## src/rtl/microseq_pkg.sv

```systemverilog
// -----------------------------------------------------------------------------
// microseq_pkg
// Shared definitions for the microsequencer:
//   - bit positions of the control-word fields used by the sequencer
//   - next-address select (nssel) encodings
//   - instruction opcode / addressing-mode encodings
//   - control-store microstate addresses targeted by the dispatch tables
//   - sequencer FSM state type
// -----------------------------------------------------------------------------
package microseq_pkg;

  // Control word fields, LSB-first
  localparam int DBIN_LSB  = 0;
  localparam int DBIN_W    = 5;
  localparam int NSSEL_LSB = 5;
  localparam int IRE_BIT   = 7;
  localparam int MEM_LSB   = 8;
  localparam int MEM_W     = 3;

  // Next-address select
  localparam logic [1:0] NS_JUMP  = 2'b00;
  localparam logic [1:0] NS_IDISP = 2'b01;
  localparam logic [1:0] NS_ODISP = 2'b10;
  localparam logic [1:0] NS_ZBR   = 2'b11;

  // Opcodes (IR top nibble)
  localparam logic [3:0] OP_LD   = 4'd0;
  localparam logic [3:0] OP_ST   = 4'd1;
  localparam logic [3:0] OP_OP   = 4'd2;
  localparam logic [3:0] OP_BRZ  = 4'd3;
  localparam logic [3:0] OP_PUSH = 4'd4;
  localparam logic [3:0] OP_POP  = 4'd5;
  localparam logic [3:0] OP_TEST = 4'd6;

  // Addressing modes (IR bits below the opcode)
  localparam logic [1:0] MODE_REG = 2'b00;
  localparam logic [1:0] MODE_MEM = 2'b01;
  localparam logic [1:0] MODE_IMM = 2'b10;
  localparam logic [1:0] MODE_BAD = 2'b11;

  // Microstate addresses in the control store
  localparam logic [4:0] US_START0 = 5'd0;
  localparam logic [4:0] US_IMM    = 5'd1;
  localparam logic [4:0] US_MEM    = 5'd5;
  localparam logic [4:0] US_BRZ    = 5'd9;
  localparam logic [4:0] US_LD_X   = 5'd10;
  localparam logic [4:0] US_ST_X   = 5'd11;
  localparam logic [4:0] US_OP_X   = 5'd12;
  localparam logic [4:0] US_TEST   = 5'd14;
  localparam logic [4:0] US_LD_R   = 5'd15;
  localparam logic [4:0] US_ST_R   = 5'd16;
  localparam logic [4:0] US_OP_R   = 5'd17;
  localparam logic [4:0] US_POP    = 5'd19;
  localparam logic [4:0] US_PUSH   = 5'd21;
  localparam logic [4:0] US_START1 = 5'd23;

  typedef enum logic [1:0] {
    ST_RST_HOLD = 2'd0,
    ST_RUN      = 2'd1,
    ST_HALT     = 2'd2
  } seq_state_t;

endpackage

```

## src/rtl/microseq_dispatch.sv

```systemverilog
// -----------------------------------------------------------------------------
// microseq_dispatch
// Combinational opcode/mode -> microstate address table for both dispatch
// levels, with an illegal flag for encodings that have no target.
// Ports:
//   i_opcode    4-bit instruction opcode
//   i_mode      2-bit addressing mode
//   i_op_level  0 = instruction dispatch (opcode+mode), 1 = operation dispatch
//   o_addr      target microstate (0 when illegal)
//   o_illegal   no valid target for this opcode/mode at this level
// -----------------------------------------------------------------------------
module microseq_dispatch
  import microseq_pkg::*;
#(
  parameter int AW = 5
) (
  input  logic [3:0]    i_opcode,
  input  logic [1:0]    i_mode,
  input  logic          i_op_level,
  output logic [AW-1:0] o_addr,
  output logic          o_illegal
);

  always_comb begin
    o_addr    = '0;
    o_illegal = 1'b0;
    if (i_op_level) begin
      // Operation dispatch: only the three operand-carrying opcodes have an execute state
      case (i_opcode)
        OP_LD:   o_addr = AW'(US_LD_X);
        OP_ST:   o_addr = AW'(US_ST_X);
        OP_OP:   o_addr = AW'(US_OP_X);
        default: o_illegal = 1'b1;
      endcase
    end else begin
      case (i_opcode)
        OP_LD, OP_ST, OP_OP: begin
          case (i_mode)
            MODE_MEM: o_addr = AW'(US_MEM);
            MODE_IMM: o_addr = AW'(US_IMM);
            MODE_REG: begin
              case (i_opcode)
                OP_LD:   o_addr = AW'(US_LD_R);
                OP_ST:   o_addr = AW'(US_ST_R);
                default: o_addr = AW'(US_OP_R);
              endcase
            end
            default:  o_illegal = 1'b1;
          endcase
        end
        // Mode field is don't-care for these
        OP_BRZ:  o_addr = AW'(US_BRZ);
        OP_PUSH: o_addr = AW'(US_PUSH);
        OP_POP:  o_addr = AW'(US_POP);
        OP_TEST: o_addr = AW'(US_TEST);
        default: o_illegal = 1'b1;
      endcase
    end
  end

endmodule

```

## src/rtl/microsequencer.sv

```systemverilog
// -----------------------------------------------------------------------------
// microsequencer
// Next-address generator closing the microprogram loop around the control
// store. Decodes dbin/nssel/ire/memcntl of the registered control word and
// owns the instruction register, zero flag, memory-wait stall and the
// illegal-instruction halt.
// Ports:
//   clock, reset_n        rising-edge clock, async active-low reset
//   controlword           registered control word from the control store
//   mem_rdata, mem_ready  memory read data (instruction source), access done
//   alu_zero, zero_we     zero result and its latch enable
//   address               control-store address (next microstate)
//   ir                    instruction register
//   halted                sequencer stopped after an illegal dispatch
//   illegal               single-cycle pulse on the illegal dispatch
//   instr_count           number of instructions dispatched (wrapping)
// -----------------------------------------------------------------------------
module microsequencer
  import microseq_pkg::*;
#(
  parameter int AW   = 5,
  parameter int CW   = 25,
  parameter int IRW  = 16,
  parameter int CNTW = 16
) (
  input  logic            clock,
  input  logic            reset_n,
  input  logic [CW-1:0]   controlword,
  input  logic [IRW-1:0]  mem_rdata,
  input  logic            mem_ready,
  input  logic            alu_zero,
  input  logic            zero_we,
  output logic [AW-1:0]   address,
  output logic [IRW-1:0]  ir,
  output logic            halted,
  output logic            illegal,
  output logic [CNTW-1:0] instr_count
);

  seq_state_t      r_state;
  seq_state_t      w_state_nxt;
  logic [AW-1:0]   r_upc;
  logic [IRW-1:0]  r_ir;
  logic            r_zf;
  logic [CNTW-1:0] r_cnt;

  logic [DBIN_W-1:0] w_dbin;
  logic [1:0]        w_nssel;
  logic              w_ire;
  logic [MEM_W-1:0]  w_memcntl;
  logic              w_stall;
  logic [3:0]        w_opcode;
  logic [1:0]        w_mode;
  logic [AW-1:0]     w_disp_addr;
  logic              w_disp_illegal;
  logic [AW-1:0]     w_addr;
  logic              w_illegal;
  logic              w_ir_we;
  logic              w_count_en;
  logic              w_unused_fields;

  assign w_dbin    = controlword[DBIN_LSB +: DBIN_W];
  assign w_nssel   = controlword[NSSEL_LSB +: 2];
  assign w_ire     = controlword[IRE_BIT];
  assign w_memcntl = controlword[MEM_LSB +: MEM_W];
  // Datapath fields (alu/bdest/bsrc/adest/asrc) belong to other blocks
  assign w_unused_fields = ^controlword[CW-1:MEM_LSB+MEM_W];

  assign w_stall = (w_memcntl != '0) && !mem_ready;

  // Bypass: while the IR is being loaded, dispatch off the incoming word
  assign w_opcode = w_ire ? mem_rdata[IRW-1 -: 4] : r_ir[IRW-1 -: 4];
  assign w_mode   = w_ire ? mem_rdata[IRW-5 -: 2] : r_ir[IRW-5 -: 2];

  microseq_dispatch #(.AW(AW)) u_dispatch (
    .i_opcode   (w_opcode),
    .i_mode     (w_mode),
    .i_op_level (w_nssel == NS_ODISP),
    .o_addr     (w_disp_addr),
    .o_illegal  (w_disp_illegal)
  );

  always_comb begin
    w_state_nxt = r_state;
    w_addr      = '0;
    w_illegal   = 1'b0;
    w_ir_we     = 1'b0;
    w_count_en  = 1'b0;
    case (r_state)
      // Address held at 0 so the control store loads start0 on the first edge
      ST_RST_HOLD: w_state_nxt = ST_RUN;
      ST_RUN: begin
        if (w_stall) begin
          // Reissue the last address so the control store reloads the same word
          w_addr = r_upc;
        end else begin
          w_ir_we = w_ire;
          case (w_nssel)
            NS_JUMP: w_addr = AW'(w_dbin);
            NS_ZBR:  w_addr = AW'({w_dbin[DBIN_W-1:1], r_zf});
            default: begin
              if (w_disp_illegal) begin
                w_illegal   = 1'b1;
                w_state_nxt = ST_HALT;
              end else begin
                w_addr     = w_disp_addr;
                w_count_en = (w_nssel == NS_IDISP);
              end
            end
          endcase
        end
      end
      ST_HALT: w_state_nxt = ST_HALT;
      default: w_state_nxt = ST_HALT;
    endcase
  end

  always_ff @(posedge clock or negedge reset_n) begin
    if (!reset_n) begin
      r_state <= ST_RST_HOLD;
      r_upc   <= '0;
      r_ir    <= '0;
      r_zf    <= 1'b0;
      r_cnt   <= '0;
    end else begin
      r_state <= w_state_nxt;
      if (r_state == ST_RUN) r_upc <= w_addr;
      if (w_ir_we)           r_ir  <= mem_rdata;
      // Zero flag is written regardless of stall; a same-cycle ZBR decode sees the old value
      if (zero_we)           r_zf  <= alu_zero;
      if (w_count_en)        r_cnt <= r_cnt + CNTW'(1);
    end
  end

  assign address     = w_addr;
  assign illegal     = w_illegal;
  assign halted      = (r_state == ST_HALT);
  assign ir          = r_ir;
  assign instr_count = r_cnt;

endmodule

```

## config.mk

```make
export PLATFORM = sky130hd
export DESIGN_NAME = microsequencer
export DESIGN_NICKNAME = d
export VERILOG_FILES = /design/src/rtl/microseq_pkg.sv /design/src/rtl/microseq_dispatch.sv /design/src/rtl/microsequencer.sv
export SDC_FILE = /design/constraint.sdc
export NUM_CORES = 1
export LEC_CHECK = 0
export ABC_AREA = 1
export CAP_MARGIN = 20
export CORE_UTILIZATION = 45
export DETAILED_ROUTE_END_ITERATION = 8
export PLACE_DENSITY = 0.77
export SKIP_LAST_GASP = 1
export SLEW_MARGIN = 20
export SYNTH_ARGS = -nofsm -noshare
export SYNTH_HDL_FRONTEND = slang
export SYNTH_SLANG_ARGS = --single-unit
```

## constraint.sdc

```tcl
create_clock -name clock -period 1.8 [get_ports clock]
set_input_delay 0.18 -clock clock [delete_from_list [all_inputs] [get_ports clock]]
set_output_delay 0.18 -clock clock [all_outputs]
set_load 0.02 [all_outputs]
```

# Word-level counts from Yosys, hierarchy flattened
# Cells that the tools add are included.
# word_totals
elab_cells,63
input_bits,46
output_inout_bits,39
regBits,40
# op_classes
n_eq_ne,16
reduce_logical,12
n_mux,29
add_sub_neg,1
# ops
operator,n
one-hot mux 5 bit (5 select lines),1
two-way mux 5 bit,4
one-hot mux 5 bit (2 select lines),2
adder 16 x 1 -> 16 bit (second input constant),1
one-hot mux 5 bit (3 select lines),1
two-way mux 1 bit,13
== test 4 x 3 -> 1 bit (second input constant),3
one-hot mux 4 bit (3 select lines),1
== test 2 bit (second input constant),4
== test 4 x 2 -> 1 bit (second input constant),2
two-way mux 2 bit,4
== test 2 x 1 -> 1 bit (second input constant),3
logical NOT 2 bit,3
OR reduction 3 bit,2
== test 4 x 1 -> 1 bit (second input constant),1
logical NOT 4 bit,1
two-way mux 4 bit,1
!= test 2 bit (second input constant),2
one-hot mux 2 bit (2 select lines),1
OR reduction 4 bit,1
AND reduction 3 bit,1
nonzero test 3 bit,1
!= test 2 x 1 -> 1 bit (second input constant),1
one-hot mux 1 bit (2 select lines),1
3 further kinds,3

# Depth between registers and ports, before layout
# logic_depth
ltp_word,10
depth_mapped,14
depth_no_buf,13

# By module
# From an unflattened synthesis, not the netlist that was laid out.
# hier_totals
cells_unflattened,339
area_unflattened_um2,2388.5
# by_module_without_submodules
mod,instances,cells_per_inst,area_per_inst_um2,seq_area_each_um2
microsequencer,1,288,2157.1,1001.0
microseq_dispatch,1,51,231.5,0.0

# Worst setup path after synthesis
# OpenSTA, ideal clock, no wires.
# synth_timing
kind,register to output
start,"register r_ir[15], in the netlist ir[15]"
end,output address[3]
t_required_ps,1620
path_stages_with_launch,13
n_path_buf,0
t_arrival_ps,1450
slack_ps,170
cell_sequence,dfrtp_1 -> nand2_4 -> nand2_4 -> nor2_8 -> nand2_4 -> nor2_2 -> nor2_1 -> nor2_1 -> nor2_1 -> nand2_1 -> nand2_1 -> nand3_1 -> inv_1
# synth_between
elab_chain_len,10
word_cells_on_any_way,22
# synth_rtl
element,line,rtl
"start, declared",microsequencer.sv:43,logic [IRW-1:0] r_ir;
"start signal, assigned",microsequencer.sv:128,if (w_ir_we) r_ir <= mem_rdata;
two-way mux 4 bit (*),microsequencer.sv:72,assign w_opcode = w_ire ? mem_rdata[IRW-1 -: 4] : r_ir[IRW-1 -: 4];
== test 4 x 1 -> 1 bit or logical NOT 4 bit (tied branches),"microseq_dispatch.sv:29, microseq_dispatch.sv:36, microseq_dispatch.sv:42",
one-hot mux 5 bit (2 select lines),microseq_dispatch.sv:42,case (i_opcode)
one-hot mux 5 bit (3 select lines),microseq_dispatch.sv:38,case (i_mode)
one-hot mux 5 bit (5 select lines),microseq_dispatch.sv:36,case (i_opcode)
two-way mux 5 bit,microseq_dispatch.sv:27,if (i_op_level) begin
two-way mux 5 bit (*),microsequencer.sv:102,if (w_disp_illegal) begin
one-hot mux 5 bit (2 select lines) (*),microsequencer.sv:98,case (w_nssel)
two-way mux 5 bit (*),microsequencer.sv:93,if (w_stall) begin
two-way mux 5 bit (*),microsequencer.sv:89,case (r_state)
"end, declared",microsequencer.sv:33,"output logic [AW-1:0] address,"
# Every way passes the cells marked *; elsewhere a longest branch is shown, timed or not.

# Worst setup path in the final report
# layout_timing
start,input mem_rdata[13]
end,output address[1]
# layout_between
elab_chain_len,10
word_cells_on_any_way,22
# layout_rtl
element,line,rtl
"start, declared",microsequencer.sv:29,"input logic [IRW-1:0] mem_rdata,"
two-way mux 4 bit (*),microsequencer.sv:72,
== test 4 x 1 -> 1 bit or logical NOT 4 bit (tied branches),"microseq_dispatch.sv:29, microseq_dispatch.sv:36, microseq_dispatch.sv:42",
one-hot mux 5 bit (2 select lines),microseq_dispatch.sv:42,
one-hot mux 5 bit (3 select lines),microseq_dispatch.sv:38,
one-hot mux 5 bit (5 select lines),microseq_dispatch.sv:36,
two-way mux 5 bit,microseq_dispatch.sv:27,
two-way mux 5 bit (*),microsequencer.sv:102,
one-hot mux 5 bit (2 select lines) (*),microsequencer.sv:98,
two-way mux 5 bit (*),microsequencer.sv:93,
two-way mux 5 bit (*),microsequencer.sv:89,
# Marked as above.

==> run_summary.xml <==
<?xml version="1.0" encoding="UTF-8"?>
<metrics>
  <group name="floorplan">
    <metric name="initial_utilization" unit="%">46.91</metric>
    <metric name="floorplan.die_area" unit="um^2">5654</metric>
    <metric name="core_area" unit="um^2">5140</metric>
    <metric name="rows" unit="">26</metric>
    <metric name="ioPinCount" unit="">85</metric>
    <metric name="chipWidth" unit="um">75.20</metric>
    <metric name="dieHeight" unit="um">75.20</metric>
  </group>
  <group name="sta">
    <metric name="final.setup.worst_slack" unit="ps">-302.4</metric>
    <metric name="maxSlewHeadroom" unit="%">66.89</metric>
    <metric name="fmax" unit="MHz">475.6</metric>
    <metric name="final.period_utilization" unit="%">116.8</metric>
    <metric name="fin_skew" unit="ps">8.010</metric>
    <metric name="actual_transition_at_the_worst_max_transition_pin" unit="ps">496.6</metric>
    <metric name="maxSlewViolCount" unit="">0</metric>
    <metric name="final_period_minus_worst_setup_slack" unit="ps">2102</metric>
    <metric name="final-hold-violation-count" unit="">0</metric>
    <metric name="report.final.setup_viol" unit="">7</metric>
    <metric name="grt_setup_unrepaired" unit="">yes</metric>
  </group>
  <group name="global_routing">
    <metric name="met1_track_usage_gr" unit="%">30.03</metric>
    <metric name="grt_residual_overflow" unit="">0</metric>
    <metric name="grt.met2_usage" unit="%">45.15</metric>
    <metric name="grt_pass1_wl" unit="um">10730</metric>
    <metric name="initial_antenna_violation_count" unit="">0</metric>
    <metric name="track_usage" unit="%">25.23</metric>
    <metric name="grt_pass1_vias" unit="">2404</metric>
    <metric name="global_route.usage.met3" unit="%">5.355</metric>
    <metric name="grt_busiest_layer" unit="">met2</metric>
    <metric name="grt_start_max_net_pins" unit="">41</metric>
  </group>
  <group name="critical_path">
    <metric name="timing.critical_path.required" unit="ps">1620</metric>
    <metric name="critical_path.n_buffers_inverters" unit="">5</metric>
    <metric name="path_cells" unit="">clkdlybuf4s50_1, nand2_2, nand2_4, buf_6, inv_2, nand2_1, nor2_1, nor2_1, nand3_1, nand2_1, nor2_1, o21bai_1, inv_1, buf_6</metric>
    <metric name="critPathCaptureType" unit="">output pin</metric>
    <metric name="timing.critical_path.fanout_max" unit="">4</metric>
    <metric name="worst_setup_path_start_kind" unit="">primary input</metric>
    <metric name="worstSetupPathType" unit="">in -&gt; out</metric>
    <metric name="worst_path_max_delay_cell" unit="">sky130_fd_sc_hd__clkdlybuf4s50_1</metric>
    <metric name="timing.critical_path.arrival" unit="ps">1920</metric>
    <metric name="r2r_slack" unit="ps">-210</metric>
    <metric name="crit_family" unit="">buffers and inverters</metric>
    <metric name="timing.critical_path.slowest_cell_delay" unit="ps">500</metric>
    <metric name="path_common_cell" unit="">sky130_fd_sc_hd__nor2_1</metric>
  </group>
  <group name="power">
    <metric name="fin_total_pwr" unit="mW">1.981</metric>
    <metric name="p_per_area" unit="nW/um^2">522.8</metric>
    <metric name="p_clk_share" unit="%">38.0</metric>
    <metric name="comb_power_share" unit="%">16.5</metric>
    <metric name="power.sequential.fraction" unit="%">45.5</metric>
    <metric name="leakage_power_of_the_design" unit="nW">1.898</metric>
    <metric name="internal-power" unit="mW">1.480</metric>
    <metric name="max-vdd-ir-drop" unit="mV">0.3999</metric>
    <metric name="power_switching_share" unit="%">25.27</metric>
    <metric name="power.switching" unit="mW">0.5004</metric>
  </group>
  <group name="logic_synthesis">
    <metric name="synth_nets" unit="">346</metric>
    <metric name="synth.top_cell.area_share" unit="%">41.52</metric>
    <metric name="post_synth_main_area_contributors" unit="">sky130_fd_sc_hd__dfrtp_1 (42%), sky130_fd_sc_hd__nand2_1 (14%), sky130_fd_sc_hd__mux2_2 (7.9%)</metric>
    <metric name="synthesis.instances" unit="">295</metric>
    <metric name="synth_mux_area_share" unit="%">7.940</metric>
    <metric name="syn_area_per_cell" unit="um^2">8.173</metric>
    <metric name="ys_warn_count" unit="">0</metric>
    <metric name="fraction_of_the_mapped_netlist_area_in_adder_cells" unit="%">2.595</metric>
    <metric name="ys_ff_latch" unit="">40</metric>
    <metric name="asyncSetResetFlopFracSynth" unit="%">100.0</metric>
    <metric name="synthesis.area" unit="um^2">2411</metric>
    <metric name="main_combinational_cell_family_by_area_after_synthesis" unit="">simple AND/OR/NAND/NOR gates</metric>
    <metric name="post_synth_and_or_nand_nor_area_fraction" unit="%">30.10</metric>
    <metric name="number_of_flops_mapped_to_enable_cells_by_yosys" unit="">0</metric>
    <metric name="dominantRegCellSynth" unit="">sky130_fd_sc_hd__dfrtp_1</metric>
    <metric name="synth-xor-area-share" unit="%">5.449</metric>
    <metric name="synth.yosys.seq_area_share" unit="%">41.52</metric>
    <metric name="synth_compound_area_share" unit="%">5.034</metric>
    <metric name="area_leader_netlist" unit="">sky130_fd_sc_hd__dfrtp_1</metric>
    <metric name="ys_types" unit="">31</metric>
  </group>
  <group name="place">
    <metric name="dp_slack" unit="ps">-808.4</metric>
    <metric name="finalWeightedCongestion" unit="">0.8815</metric>
    <metric name="port-buffer-count" unit="">70</metric>
    <metric name="postPlaceCellArea" unit="um^2">3408</metric>
    <metric name="dp_cells" unit="">463</metric>
    <metric name="place_hpwl" unit="um">4583</metric>
  </group>
  <group name="run_status">
    <metric name="outcome" unit="">finished, violations left</metric>
    <metric name="failed_checks" unit="">negative setup slack</metric>
  </group>
  <group name="routing">
    <metric name="post_drt_via_cell_ratio" unit="">5.008</metric>
    <metric name="routed-via-count" unit="">2439</metric>
    <metric name="detail_route.wirelength" unit="um">6622</metric>
    <metric name="detailedRoute.firstPassIterationCount" unit="">4</metric>
    <metric name="first_iter_violations" unit="">153</metric>
    <metric name="avgRoutedWirePerCell" unit="um">13.60</metric>
    <metric name="route.antenna.remaining_nets" unit="">0</metric>
    <metric name="residual_drc" unit="">0</metric>
  </group>
  <group name="clocking">
    <metric name="cell_chosen_for_the_clock_root" unit="">sky130_fd_sc_hd__clkbuf_8</metric>
    <metric name="tritoncts" unit="">built</metric>
    <metric name="worst_setup_hold_path_clk_slew" unit="ps">80</metric>
    <metric name="cts_inserted_buffers" unit="">5</metric>
    <metric name="cts-root-to-sink-buffers" unit="">2</metric>
    <metric name="clkSinkCount" unit="">40</metric>
    <metric name="htreeDepth" unit="">2</metric>
    <metric name="clkLatencyLatePin" unit="ps">290</metric>
  </group>
  <group name="final_layout">
    <metric name="fraction_of_final_layout_cells_sized_beyond_drive_strength_1" unit="%">29.26</metric>
    <metric name="antenna_cells_inserted" unit="">0</metric>
    <metric name="design_area" unit="um^2">3789</metric>
    <metric name="syn_to_final_growth" unit="%">57.14</metric>
    <metric name="final_cells" unit="">487</metric>
    <metric name="num-fill-cells" unit="">387</metric>
    <metric name="layout.nets" unit="">467</metric>
  </group>
  <group name="job">
    <metric name="max_cap_violations" unit="">0</metric>
  </group>
  <group name="worst_hold_path">
    <metric name="min-delay-path-class" unit="">in -&gt; async</metric>
  </group>
</metrics>
Yosys cell counts, drive strengths merged, types with 3 or more instances:
library cell / n
nand2: 103
dfrtp: 40
inv: 33
nor2: 30
mux2: 17
nand3: 17
xnor2: 13
o21ai: 12
nand4: 6
ha: 5
buf: 4
nor3: 3
kinds of logic after synthesis:
logic type,after synthesis
muxes,17
DFF,40
AOI/OAI and AO/OA,19
xor gates and xnor gates,15
buffers and inverters,38
adders and majority gates,5
and+or+nand+nor,161
state kept, by name, summed over array words and instances (netlist names):
register / flops
ir: 16
r_zf: 1
instr_count: 16
r_state: 2
r_upc: 5
cell type report:
| type | count | area (um^2) | area share (%) |
|---|---|---|---|
| inverter | 33 | 131.4 | 3.468 |
| timing repair buffer | 119 | 1097 | 28.96 |
| clock inverter | 3 | 47.55 | 1.255 |
| clock buffer | 5 | 68.82 | 1.816 |
| multi-input combinational | 217 | 1355 | 35.77 |
| tap | 70 | 87.58 | 2.312 |
| sequential | 40 | 1001 | 26.42 |
routing by layer:
metal  up-vias  wire length [um]
met1      1145              2782
met3        27               395
li1       1170                 -
met4         0               212
met2        97              3232
met5         -                 0
placed cells by master, fill, tap and decap left out, types with 2 or more instances in the layout:
master,n
sky130_fd_sc_hd__nand2_2,4
sky130_fd_sc_hd__buf_4,43
sky130_fd_sc_hd__nor2_2,7
sky130_fd_sc_hd__a31oi_1,2
sky130_fd_sc_hd__nand3_2,5
sky130_fd_sc_hd__nand4_1,6
sky130_fd_sc_hd__inv_1,28
sky130_fd_sc_hd__nor2_1,19
sky130_fd_sc_hd__ha_1,4
sky130_fd_sc_hd__inv_2,3
sky130_fd_sc_hd__nor2_4,3
sky130_fd_sc_hd__o21ai_1,3
sky130_fd_sc_hd__xnor2_1,13
sky130_fd_sc_hd__nand2_1,89
sky130_fd_sc_hd__nor3_1,2
sky130_fd_sc_hd__clkinv_4,2
sky130_fd_sc_hd__xor2_1,2
sky130_fd_sc_hd__nand2_4,9
sky130_fd_sc_hd__clkbuf_8,5
sky130_fd_sc_hd__nand3_1,12
sky130_fd_sc_hd__mux2_2,17
sky130_fd_sc_hd__o21ai_0,8
sky130_fd_sc_hd__buf_6,10
sky130_fd_sc_hd__dfrtp_1,40
sky130_fd_sc_hd__dlygate4sd2_1,3
sky130_fd_sc_hd__clkdlybuf4s50_1,60
stage by stage:
stage / hold WS [ps] / utilization, % / TNS (ps)
2_1_floorplan: -115.6 / - / 0
3_3_place_gp: 264.8 / 66.31 / -13800
3_5_place_dp: 273.1 / 66.31 / -14130
4_1_cts: 480.0 / 72.27 / -1290
5_1_grt: 498.8 / 73.71 / -2601
6_report: 472.0 / 73.71 / -1504
tightest hold or removal path: stages:
cell,delay (ps)
sky130_fd_sc_hd__dlygate4sd3_1,520
sky130_fd_sc_hd__buf_2,100
sky130_fd_sc_hd__buf_4,410
repair_timing:
action / CTS / global route
hold buffers: 1 / 0
setup endpoints to repair: 21 / 22
setup buffers: 13 / 2
pin swaps: 19 / 9
gates resized for setup: 60 / 16
hold endpoints to repair: 40 / 0
power by group through the flow:
stage / combinational, mW / clock (mW) / sequential [mW]
final: 0.328 / 0.752 / 0.901
after global routing: 0.357 / 0.813 / 0.901
after CTS: 0.299 / 0.777 / 0.901
after detailed placement: 0.263 / 0 / 0.919
after global placement: 0.260 / 0 / 0.919
after floorplan: 0.120 / 0 / 0.919
final timing paths:
check	startpoint	end	depth (start not counted)
setup / recovery	mem_rdata[13]	address[1]	14
hold / removal	reset_n	instr_count[9]	3
setup reg to reg	ir[14]	r_upc[1]	15
hold reg to reg	r_upc[4]	r_upc[4]	2
max in group asynchronous	reset_n	ir[13]	3
min in group clock	r_upc[4]	r_upc[4]	2
(Power assumes the default switching activity.)
